### config.mk
export PLATFORM = sky130hd
export DESIGN_NAME = operand_load_stage
export DESIGN_NICKNAME = d
export VERILOG_FILES = /design/src/rtl/operand_load_stage.sv
export SDC_FILE = /design/constraint.sdc
export NUM_CORES = 1
export LEC_CHECK = 0
export ABC_CLOCK_PERIOD_IN_PS = 2660
export CAP_MARGIN = 15
export CORE_MARGIN = 2
export CORE_UTILIZATION = 44
export CTS_CLUSTER_SIZE = 10
export DETAILED_ROUTE_END_ITERATION = 6
export PLACE_DENSITY = 0.83
export SLEW_MARGIN = 15
export SYNTH_ARGS = -nofsm -noshare
export SYNTH_HDL_FRONTEND = slang
export SYNTH_SLANG_ARGS = --single-unit
### constraint.sdc
create_clock -name clk -period 2.66 [get_ports clk]
set_input_delay 0.798 -clock clk [delete_from_list [all_inputs] [get_ports clk]]
set_output_delay 0.798 -clock clk [all_outputs]
set_load 0.02 [all_outputs]
### src/rtl/operand_load_stage.sv
// Operand load stage: forms execute operands from a load select code and presents them
// through a 2-entry skid buffer. Optional writeback forwarding: OPERAND_LOAD_FORWARD_EN.
module operand_load_stage #(
  parameter int DATA_WIDTH = 32,
  parameter int SEL_WIDTH  = 4
) (
  input  logic                  clk,
  input  logic                  reset,
  input  logic                  flush,
  input  logic                  in_valid,
  output logic                  in_ready,
  input  logic [SEL_WIDTH-1:0]  load_sel,
  input  logic [31:0]           instr,
  input  logic [DATA_WIDTH-1:0] rfa_data,
  input  logic [DATA_WIDTH-1:0] rfb_data,
  input  logic [4:0]            rfa_addr,
  input  logic [4:0]            rfb_addr,
  input  logic [DATA_WIDTH-1:0] next_pc,
  input  logic                  wb_en,
  input  logic [4:0]            wb_addr,
  input  logic [DATA_WIDTH-1:0] wb_data,
  output logic                  out_valid,
  input  logic                  out_ready,
  output logic [DATA_WIDTH-1:0] operand_a,
  output logic [DATA_WIDTH-1:0] operand_b
);

  localparam logic [1:0] ST_EMPTY = 2'd0;
  localparam logic [1:0] ST_ONE   = 2'd1;
  localparam logic [1:0] ST_FULL  = 2'd2;

  localparam logic [SEL_WIDTH-1:0] SEL_NEXTPC_IMM24  = SEL_WIDTH'(1);
  localparam logic [SEL_WIDTH-1:0] SEL_RFA_IMM19     = SEL_WIDTH'(2);
  localparam logic [SEL_WIDTH-1:0] SEL_NEXTPC_IMM21B = SEL_WIDTH'(3);
  localparam logic [SEL_WIDTH-1:0] SEL_NEXTPC_IMM21C = SEL_WIDTH'(4);
  localparam logic [SEL_WIDTH-1:0] SEL_NULL_COMBO    = SEL_WIDTH'(5);
  localparam logic [SEL_WIDTH-1:0] SEL_NULL_RFB      = SEL_WIDTH'(6);
  localparam logic [SEL_WIDTH-1:0] SEL_RFA_IMM16A    = SEL_WIDTH'(7);
  localparam logic [SEL_WIDTH-1:0] SEL_RFA_IMM16B    = SEL_WIDTH'(8);
  localparam logic [SEL_WIDTH-1:0] SEL_RFA_IMM21A    = SEL_WIDTH'(9);
  localparam logic [SEL_WIDTH-1:0] SEL_RFA_IMM5      = SEL_WIDTH'(10);
  localparam logic [SEL_WIDTH-1:0] SEL_RFA_RFB       = SEL_WIDTH'(11);

  logic [1:0]            r_state;
  logic                  r_out_valid;
  logic                  r_in_ready;
  logic [DATA_WIDTH-1:0] r_main_a;
  logic [DATA_WIDTH-1:0] r_main_b;
  logic [DATA_WIDTH-1:0] r_skid_a;
  logic [DATA_WIDTH-1:0] r_skid_b;

  logic [1:0]            w_state_d;
  logic                  w_accept;
  logic                  w_drain;
  logic                  w_load_main;
  logic                  w_load_skid;
  logic                  w_main_from_skid;
  logic [DATA_WIDTH-1:0] w_rfa;
  logic [DATA_WIDTH-1:0] w_rfb;
  logic [DATA_WIDTH-1:0] w_op_a;
  logic [DATA_WIDTH-1:0] w_op_b;
  logic                  w_unused;

`ifdef OPERAND_LOAD_FORWARD_EN
  // Bypass a same-cycle writeback; register 0 is hardwired and never forwarded.
  assign w_rfa = (wb_en && (wb_addr != 5'd0) && (wb_addr == rfa_addr)) ? wb_data : rfa_data;
  assign w_rfb = (wb_en && (wb_addr != 5'd0) && (wb_addr == rfb_addr)) ? wb_data : rfb_data;
  assign w_unused = ^instr[31:26];
`else
  assign w_rfa = rfa_data;
  assign w_rfb = rfb_data;
  assign w_unused = ^{instr[31:26], rfa_addr, rfb_addr, wb_en, wb_addr, wb_data};
`endif

  always_comb begin
    w_op_a = '0;
    w_op_b = '0;
    case (load_sel)
      SEL_NEXTPC_IMM24: begin
        w_op_a = next_pc;
        w_op_b = {{(DATA_WIDTH-26){instr[23]}}, instr[23:0], 2'b00};
      end
      SEL_RFA_IMM19: begin
        w_op_a = w_rfa;
        w_op_b = {{(DATA_WIDTH-21){instr[18]}}, instr[18:0], 2'b00};
      end
      SEL_NEXTPC_IMM21B: begin
        w_op_a = next_pc;
        w_op_b = {{(DATA_WIDTH-21){instr[20]}}, instr[20:0]};
      end
      SEL_NEXTPC_IMM21C: begin
        w_op_a = next_pc;
        w_op_b = {{(DATA_WIDTH-21){instr[25]}}, instr[25:21], instr[15:0]};
      end
      SEL_NULL_COMBO: w_op_b = DATA_WIDTH'({instr[15:0], 16'h0000});
      SEL_NULL_RFB:   w_op_b = w_rfb;
      SEL_RFA_IMM16A: begin
        w_op_a = w_rfa;
        w_op_b = {{(DATA_WIDTH-16){instr[15]}}, instr[15:0]};
      end
      SEL_RFA_IMM16B: begin
        w_op_a = w_rfa;
        w_op_b = {{(DATA_WIDTH-16){instr[25]}}, instr[25:21], instr[10:0]};
      end
      SEL_RFA_IMM21A: begin
        w_op_a = w_rfa;
        w_op_b = {{(DATA_WIDTH-21){instr[20]}}, instr[20:0]};
      end
      SEL_RFA_IMM5: begin
        w_op_a = w_rfa;
        w_op_b = DATA_WIDTH'(instr[4:0]);
      end
      SEL_RFA_RFB: begin
        w_op_a = w_rfa;
        w_op_b = w_rfb;
      end
      default: ;
    endcase
  end

  assign w_accept = in_valid && r_in_ready;
  assign w_drain  = r_out_valid && out_ready;

  always_comb begin
    w_state_d        = r_state;
    w_load_main      = 1'b0;
    w_load_skid      = 1'b0;
    w_main_from_skid = 1'b0;
    case (r_state)
      ST_EMPTY: begin
        if (w_accept) begin
          w_state_d   = ST_ONE;
          w_load_main = 1'b1;
        end
      end
      ST_ONE: begin
        if (w_accept && w_drain) begin
          w_load_main = 1'b1;
        end else if (w_accept) begin
          w_state_d   = ST_FULL;
          w_load_skid = 1'b1;
        end else if (w_drain) begin
          w_state_d = ST_EMPTY;
        end
      end
      ST_FULL: begin
        if (w_drain) begin
          w_state_d        = ST_ONE;
          w_main_from_skid = 1'b1;
        end
      end
      default: w_state_d = ST_EMPTY;
    endcase
    // Flush overrides everything, including a same-cycle acceptance.
    if (flush) begin
      w_state_d        = ST_EMPTY;
      w_load_main      = 1'b0;
      w_load_skid      = 1'b0;
      w_main_from_skid = 1'b0;
    end
  end

  always_ff @(posedge clk or negedge reset) begin
    if (!reset) begin
      r_state     <= ST_EMPTY;
      r_out_valid <= 1'b0;
      r_in_ready  <= 1'b1;
      r_main_a    <= '0;
      r_main_b    <= '0;
      r_skid_a    <= '0;
      r_skid_b    <= '0;
    end else begin
      r_state     <= w_state_d;
      r_out_valid <= (w_state_d != ST_EMPTY);
      r_in_ready  <= (w_state_d != ST_FULL);
      if (w_load_main) begin
        r_main_a <= w_op_a;
        r_main_b <= w_op_b;
      end else if (w_main_from_skid) begin
        r_main_a <= r_skid_a;
        r_main_b <= r_skid_b;
      end
      if (w_load_skid) begin
        r_skid_a <= w_op_a;
        r_skid_b <= w_op_b;
      end
    end
  end

  assign out_valid = r_out_valid;
  assign in_ready  = r_in_ready;
  assign operand_a = r_main_a;
  assign operand_b = r_main_b;

endmodule

=== Word-level counts from Yosys, hierarchy flattened ===
Cells that the tools add are included.
W data, S select, Z words.

* Logic and storage cells: 54
* Flip-flop bits (word level): 132
* Output and inout port bits: 66
* Input port bits: 185

* Eq/ne operators: 14
* Reductions and logical operators: 10
* Muxes and demuxes: 23

{| class="wikitable"
|+ Operators by type and width
! kind !! count
|-
| $pmux W32 S9 || 1
|-
| $mux W32 || 4
|-
| $pmux W32 S2 || 1
|-
| $eq A4 B3 Y1 const B || 4
|-
| $eq A4 B4 Y1 const B || 4
|-
| $mux W2 || 6
|-
| $mux W1 || 9
|-
| $eq A4 B2 Y1 const B || 2
|-
| $pmux W2 S3 || 1
|-
| $reduce_or A6 Y1 || 1
|-
| $eq A4 B1 Y1 const B || 1
|-
| $reduce_bool A2 Y1 || 2
|-
| $reduce_or A2 Y1 || 2
|-
| $logic_and A1 B1 Y1 || 3
|-
| $reduce_or A3 Y1 || 1
|-
| $eq A2 B1 Y1 const B || 1
|-
| $eq A2 B2 Y1 const B || 1
|-
| $logic_not A2 Y1 || 1
|-
| $ne A2 B2 Y1 const B || 1
|-
| $pmux W1 S2 || 1
|}

=== Longest topological paths before layout ===
Gate-level depths: netlist of run 1.

* Word-level depth: 7
* Gate-level depth with buffers: 8
* Depth with buffers taken out: 5

=== Worst setup path after synthesis of run 1 ===
OpenSTA, ideal clock, no wires.

* Kind: input -> register
* From: input port load_sel[3]
* To: register r_skid_b[17]
* Setup time: 0.125 ns
* Arrival time: 2.206 ns
* Buffers on the path: 1
* Slack: 0.329 ns
* Data required time: 2.535 ns
* Stages on the path: 5
* Cell sequence: buf_2 nor2b_1 a32o_1 or4_1 mux2_2

* Longest elaborated chain between the ends: 3
* Elaborated cells on any way between the ends: 14
* Classes of those cells: eq/ne (11); mux (1); reduce/logical (2)

{| class="wikitable"
|+ Ends and longest elaborated chain
! item !! RTL line !! source
|-
| from (decl) || 12 || <nowiki>input logic [SEL_WIDTH-1:0] load_sel,</nowiki>
|-
| $eq A4 B4 Y1 (tied with other cells) || 78 || <nowiki>case (load_sel)</nowiki>
|-
| $reduce_or A2 Y1 (no source line) || -- ||
|-
| $pmux W32 S9 * || 78 ||
|-
| to (signal assigned) || 185 || <nowiki>r_skid_b <= w_op_b;</nowiki>
|-
| to (decl) || 50 || <nowiki>logic [DATA_WIDTH-1:0] r_skid_b;</nowiki>
|}

Every way passes the cells marked *; elsewhere a longest branch is shown, timed or not.
A chain may end at the register's enable or synchronous reset.

=== Worst setup path in the final report of run 1 ===
* From: input port load_sel[2]
* To: register r_main_b[20], in the netlist operand_b[20]

* Longest elaborated chain between the ends: 4
* Elaborated cells on any way between the ends: 15
* Classes of those cells: eq/ne (11); mux (2); reduce/logical (2)

{| class="wikitable"
|+ Ends and longest elaborated chain
! item !! RTL line !! source
|-
| $eq A4 B4 Y1 (tied with other cells) || 78 ||
|-
| $reduce_or A2 Y1 (no source line) || -- ||
|-
| $pmux W32 S9 * || 78 ||
|-
| $mux W32 * || 176 || <nowiki>if (w_load_main) begin</nowiki>
|-
| to (signal assigned) || 178 || <nowiki>r_main_b <= w_op_b;</nowiki>
|-
| to (signal assigned) || 181 || <nowiki>r_main_b <= r_skid_b;</nowiki>
|-
| to (decl) || 48 || <nowiki>logic [DATA_WIDTH-1:0] r_main_b;</nowiki>
|}

Marks and branches as above.

==> reports/metrics.csv, run 1 <==
stage,metric,value,unit
outcome,outcome,"complete, no violations",
hold_path,holdCritPathClass,in -> async,
power,power,8.00,mW
yosys,async_flop_share,1.00,
setup_path,reg2reg_depth,6,
power,leakage,4.10,nW
drt,vias,6270,
yosys,synth-edff-count,0,
placement,gp_congestion,0.908,
clock_network,cts.clk_slew.worst_paths,0.06,ns
setup_path,r2r_slack,0.56,ns
yosys,netlist_area,0.00642,sq mm
setup_path,start_kind,input pin,
drt,ant_nets,0,
drt,drc_errors,0,
clock_network,htreeDepth,4,
sta,hold_violations,0,
clock_network,cts.sinks,132,
global_route,overflow,0,
final_layout,area_delta_synth_final,51.1,%
clock_network,cts_buffers,17,
global_route,grt_max_degree,49,
yosys,synth_cell_types,53,
die,die-area,0.0156,sq mm
placement,io_buffers,196,
final_layout,diodes,0,
final_layout,design_area,0.00970,sq mm
global_route,grt_pass1_vias,6256,
sta,rsz0062_at_grt,no,
setup_path,r2r-end,operand_a[21],
sta,max_slew.worst_pin.slew,0.844,ns
global_route,grt_pass1_wl,33300,um
sta,setup_viol,0,
setup_path,startpoint,load_sel[2],
setup_path,cp.required,2.95,ns
sta,skew,0.00517,ns
setup_path,crit_type,in -> reg,
drt,wl_met2,10500,um
global_route,grt_antenna_before_repair,0,
die,core_area,0.0144,sq mm
clock_network,cts_root_buffer,clkbuf_16,
drt,vias_per_cell,5.93,
sta,fmax,0.394,GHz
final_layout,drive_gt1_frac,0.149,
clock_network,cts_setup_buffers,0,
die,row_count,44,
yosys,synth_cells,629,
clock_network,cts_buffer_depth,2,
power,ir_drop,0.000524,V
yosys,synth_area_per_cell,10.2,sq um
drt,drt_first_iter_violations,644,
power,cellPowerDensity,825,mW/mm^2
setup_path,cp_max_fo,10,
sta,period_minus_slack,2.54,ns
drt,wl_met1,8610,um
run,max-cap-violations,0,
sta,layout_worst_path_cycle_share,0.954,
yosys,synth_seq_cells,132,
drt,wl_per_cell,19.7,um
clock_network,clock_latency,0.41,ns
drt,dr.pass1.iters,7,
setup_path,worstSetupEndpointType,flip-flop,
clock_network,tritoncts,built,
yosys,ys.flop_type,dfrtp_1,
drt,route.met3.wl,1280,um
die,boundaryPins,251,
setup_path,worstPathArrival,2.83,ns
final_layout,nNetsFinal,1045,
sta,relSlewSlack,0.437,
placement,dpl_cell_area,0.00903,sq mm
yosys,yosysWarnings,0,
sta,drv_slew,0,
yosys,yosysSeqAreaShare,0.515,
global_route,grtUsageTotal,0.268,
placement,hpwl,14900,um
die,start_util,0.447,
drt,postRouteWirelength,20900,um
sta,fin_tns_setup,0,ns
die,die_h,125,um
setup_path,r2r-start,r_state[0],
die,die_x,125,um
yosys,synth_nets,814,
drt,dr.max_layer_used,met4,
report_power, final:
| group | total (mW) | switching (mW) | internal [mW] |
|---|---|---|---|
| Sequential | 3.06 | 0.386 | 2.67 |
| Clock | 2.60 | 0.878 | 1.72 |
| Combinational | 2.35 | 1.16 | 1.19 |
| Total | 8.00 | 2.42 | 5.58 |
cells in the mapped netlist, drive strengths merged (2+ instances only):
cell type | n | share of area
a211o | 7 | 0.0095
a211oi | 2 | 0.0031
a21boi | 2 | 0.0023
a21o | 6 | 0.0070
a21oi | 56 | 0.044
a221o | 9 | 0.014
a222oi | 9 | 0.014
a22o | 28 | 0.038
a22oi | 60 | 0.070
a31oi | 6 | 0.0058
a32o | 4 | 0.0062
a32oi | 5 | 0.0068
and3 | 2 | 0.0019
buf | 27 | 0.021
clkbuf | 29 | 0.017
dfrtp | 131 | 0.51
inv | 3 | 0.0018
mux2 | 17 | 0.030
mux2i | 4 | 0.0062
nand2 | 49 | 0.029
nand2b | 6 | 0.0058
nand3 | 6 | 0.0047
nand4 | 2 | 0.0019
nor2 | 25 | 0.015
nor2b | 12 | 0.012
nor3 | 3 | 0.0023
nor3b | 3 | 0.0043
o211ai | 3 | 0.0035
o21ai | 64 | 0.050
o22a | 9 | 0.012
o22ai | 24 | 0.023
or3 | 2 | 0.0019
kinds of logic after synthesis:
| kind of cell | count (synthesis) | synth area share |
|---|---|---|
| AOI/OAI and AO/OA | 302 | 0.324 |
| xor gates and xnor gates | 1 | 0.00136 |
| buffers and inverters | 59 | 0.0400 |
| DFF | 132 | 0.515 |
| muxes | 21 | 0.0361 |
| and+or+nand+nor | 114 | 0.0838 |
worst max-delay path by stage:
stage | to | cells past startpoint | slack, ns
final | operand_b[20] | 8 | 0.12
after global routing | r_skid_b[2] | 10 | 0.002
after CTS | operand_b[20] | 8 | 0.14
after detailed placement | operand_b[20] | 8 | -0.30
after global placement | operand_b[22] | 8 | -0.25
after floorplan | r_skid_b[17] | 5 | 0.33
timing repair:
item	in CTS	in global routing
hold buffers	0	0
gates resized for setup	0	1
endpoints found under the setup margin	0	5
metal layers:
| metal | vias to the layer above | global-route usage |
|---|---|---|
| met5 | - | 0 |
| met4 | 0 | 0.101 |
| met3 | 38 | 0.0498 |
| met2 | 271 | 0.450 |
| met1 | 3071 | 0.346 |
| li1 | 2890 | - |
state kept, by name, indices dropped and copies added (netlist names):
name	flops
in_ready	1
r_skid_b	32
operand_a	32
out_valid	1
operand_b	32
r_state	2
r_skid_a	32
worst max-delay path, stage by stage:
cell and delay, ns:
clkdlybuf4s50_1 0.52, buf_4 0.21, nor2b_1 0.14, a22o_1 0.23
a211oi_4 0.34, buf_4 0.23, a21oi_1 0.08, a221o_1 0.27
final cells by class:
cell class,instances,area (sq um)
well taps,184,230
repair buffers,268,2610
multi-input cells,438,2880
clock buffers,21,460
fillers,1102,4670
flip-flops and latches,132,3300
inverters,3,11.3
clock inverters,11,199
placed cells by master (no fill, tap or decap), types with 2 or more instances in the layout:
| master | Yosys | layout |
|---|---|---|
| a211o_1 | 7 | 7 |
| or3_1 | 2 | 2 |
| clkinvlp_4 | 0 | 3 |
| o22ai_1 | 24 | 24 |
| clkinv_4 | 0 | 2 |
| nand2_1 | 48 | 48 |
| buf_12 | 0 | 9 |
| a22o_1 | 28 | 28 |
| a221o_1 | 9 | 9 |
| bufinv_16 | 0 | 5 |
| nor2b_1 | 12 | 12 |
| buf_4 | 1 | 64 |
| o22a_1 | 9 | 9 |
| a32oi_1 | 5 | 5 |
| clkbuf_1 | 29 | 2 |
| a21oi_1 | 56 | 55 |
| a32o_1 | 4 | 4 |
| nand3_1 | 6 | 5 |
| clkbuf_16 | 0 | 17 |
| a21o_1 | 6 | 6 |
| clkbuf_8 | 0 | 2 |
| a31oi_1 | 6 | 6 |
| dfrtp_1 | 131 | 131 |
| nand4_1 | 2 | 2 |
| and3_1 | 2 | 2 |
| mux2i_1 | 4 | 4 |
| o21ai_0 | 64 | 64 |
| mux2_2 | 17 | 17 |
| nor3b_1 | 2 | 2 |
| a222oi_1 | 9 | 9 |
| o211ai_1 | 3 | 3 |
| nor3_1 | 3 | 2 |
| clkdlybuf4s50_1 | 0 | 195 |
| nand2b_1 | 6 | 6 |
| nor2_1 | 24 | 24 |
| inv_1 | 3 | 3 |
| a22oi_1 | 60 | 60 |
through the flow:
stage,std cells,worst slack [ns],util,hold slack [ns]
floorplan,629,0.329,-,0.450
global placement,1025,-0.252,0.629,0.462
detailed placement,1025,-0.298,0.629,0.472
CTS,1057,0.138,0.674,0.403
global route,1057,0.00245,0.675,0.420
finish,1057,0.122,0.675,0.393
(Power assumes the default switching activity.)
==> inputs of run 2 (changes only) <==
ABC_CLOCK_PERIOD_IN_PS = 3300   (was 2660)
CORE_UTILIZATION = 48   (was 44)
PLACE_DENSITY = 0.89   (was 0.83)
clock period = 3.3 ns   (was 2.66 ns; I/O delays follow)
==> run 2 against run 1 <==
Effect of this change:
- cell area shrank 3.4%
- register-to-register slack better by 0.55 ns
- flip-flop and latch count is the same
- combinational power shrank 19%
- wire length increased by 6.9%
- global-route usage increased by 4.7 points
- first-iteration DRC count grew 21%
- setup slack improved by 0.20 ns
- final cell count decreased by 4.1%
- worst hold slack gained 0.092 ns
- clock power down 24%
==> reports/metrics.csv, run 2 (synthesized netlist as in run 1, its figures left out) <==
stage,metric,value,unit
sta,fmax,0.336,GHz
clock_network,cts.clk_slew.worst_paths,0.06,ns
hold_path,holdCritPathClass,reg -> reg,
sta,rsz0062_at_grt,no,
clock_network,hold_buffers,0,
clock_network,htreeDepth,4,
die,die_x,120,um
sta,layout_worst_path_cycle_share,0.902,
die,boundaryPins,251,
final_layout,nNetsFinal,1010,
placement,hpwl,15400,um
final_layout,final_cell_mix,"clkdlybuf4s50_1, dfrtp_1, o21ai_0, a22oi_1, a21oi_1",
global_route,grt_pass1_wl,35200,um
setup_path,r2r-start,in_ready,
placement,gp_congestion,0.964,
power,leakage,3.91,nW
drt,drt_first_iter_violations,779,
clock_network,cts.sinks,132,
sta,drv_slew,0,
sta,relSlewSlack,0.384,
drt,ant_nets,0,
drt,vias_per_cell,6.39,
clock_network,clock_latency,0.42,ns
setup_path,cpPeakStageDelay,0.72,ns
placement,io_buffers,196,
sta,setup_viol,0,
global_route,grtUsageTotal,0.315,
setup_path,start_kind,input pin,
clock_network,cts_root_buffer,clkbuf_16,
global_route,overflow,0,
setup_path,reg2reg_depth,6,
clock_network,cts_resized,0,
die,row_count,42,
run,max-cap-violations,0,
clock_network,cts_buffers,17,
power,cellPowerDensity,678,mW/mm^2
drt,drc_errors,0,
setup_path,worstPathArrival,3.33,ns
die,core_area,0.0131,sq mm
die,die-area,0.0143,sq mm
setup_path,slowest_stage,clkdlybuf4s50_1,
hold_path,min_to,r_skid_a[10],
setup_path,cp_max_fo,18,
drt,wl_per_cell,22.0,um
sta,period_minus_slack,2.98,ns
power,ir_drop,0.000425,V
sta,max_slew.worst_pin.slew,0.923,ns
die,die_h,120,um
setup_path,path_cells,"clkdlybuf4s50_1, buf_4, nand2b_1, nor3b_1, a211oi_2, a21oi_1, a211o_1",
sta,skew,0.00726,ns
sta,fin_tns_setup,0,ns
die,start_util,0.489,
hold_path,min_path_cells,2,
clock_network,cts_setup_buffers,0,
final_layout,fillCellCount,952,
setup_path,r2r-end,r_skid_b[26],
placement,post-place-cells,982,
final_layout,final_common_cell,clkdlybuf4s50_1,
clock_network,tritoncts,built,
setup_path,worstSetupEndpointType,flip-flop,
clock_network,cts_buffer_depth,2,
sta,hold_violations,0,
final_layout,diodes,0,
drt,postRouteWirelength,22300,um
setup_path,r2r_slack,1.11,ns
global_route,grt_max_degree,72,
setup_path,cp.required,3.65,ns
global_route,grt_pass1_vias,6506,
global_route,grt_antenna_before_repair,0,
outcome,outcome,"complete, no violations",
drt,vias,6480,
setup_path,startpoint,load_sel[0],
final_layout,area_delta_synth_final,46.0,%
drt,dr.pass1.iters,6,
final_layout,finalNonFillerCells,1014,
hold_path,hp-start,r_skid_a[10],
setup_path,crit_type,in -> reg,
final_layout,drive_gt1_frac,0.113,
[run 2: per-stage QoR]
stage	cell area, sq um	worst slack, ns	utilization	hold WS (ns)	power [mW]
6_report	9370	0.323	0.713	0.485	6.35
5_1_grt	9370	0.263	0.713	0.511	6.62
4_1_cts	9370	0.380	0.713	0.487	6.35
3_5_place_dp	8750	-0.0352	0.666	0.473	4.36
3_3_place_gp	8750	0.0176	0.666	0.462	4.23
2_1_floorplan	6420	0.777	-	0.450	3.38
[run 2: worst max-delay path, delay by kind of cell]
family,cells,cell delay (ns)
simple gates,2,0.46
buf+inv,2,1.03
compound gates,3,0.84
[run 2: routing by layer]
layer	GRT usage	part of all wire	up-vias
met5	0	0	-
met3	0.0661	0.072	93
met1	0.397	0.39	3169
met4	0.143	0.041	0
li1	-	-	2823
met2	0.524	0.50	395
[run 2: worst max-delay path by stage]
stage | to | slack [ns] | cells past startpoint
detailed placement | operand_b[13] | -0.04 | 7
CTS | operand_b[13] | 0.38 | 7
global route | operand_b[10] | 0.26 | 6
global placement | operand_b[29] | 0.02 | 6
finish | operand_b[31] | 0.32 | 7
floorplan | r_skid_b[17] | 0.78 | 5
[run 2: layout make-up]
class / instances / area (sq um) / area share
Clock inverter: 10 / 145 / 0.0155
Multi-Input combinational cell: 438 / 2880 / 0.307
Inverter: 3 / 11.3 / 0.00120
Sequential cell: 132 / 3300 / 0.353
Tap cell: 176 / 220 / 0.0235
Timing Repair Buffer: 233 / 2340 / 0.249
Clock buffer: 22 / 474 / 0.0506
[run 2: power breakdown]
part           switching (mW)  internal (mW)
sequential              0.335           2.15
clock                   0.713           1.25
combinational           0.965          0.932
total                    2.01           4.34
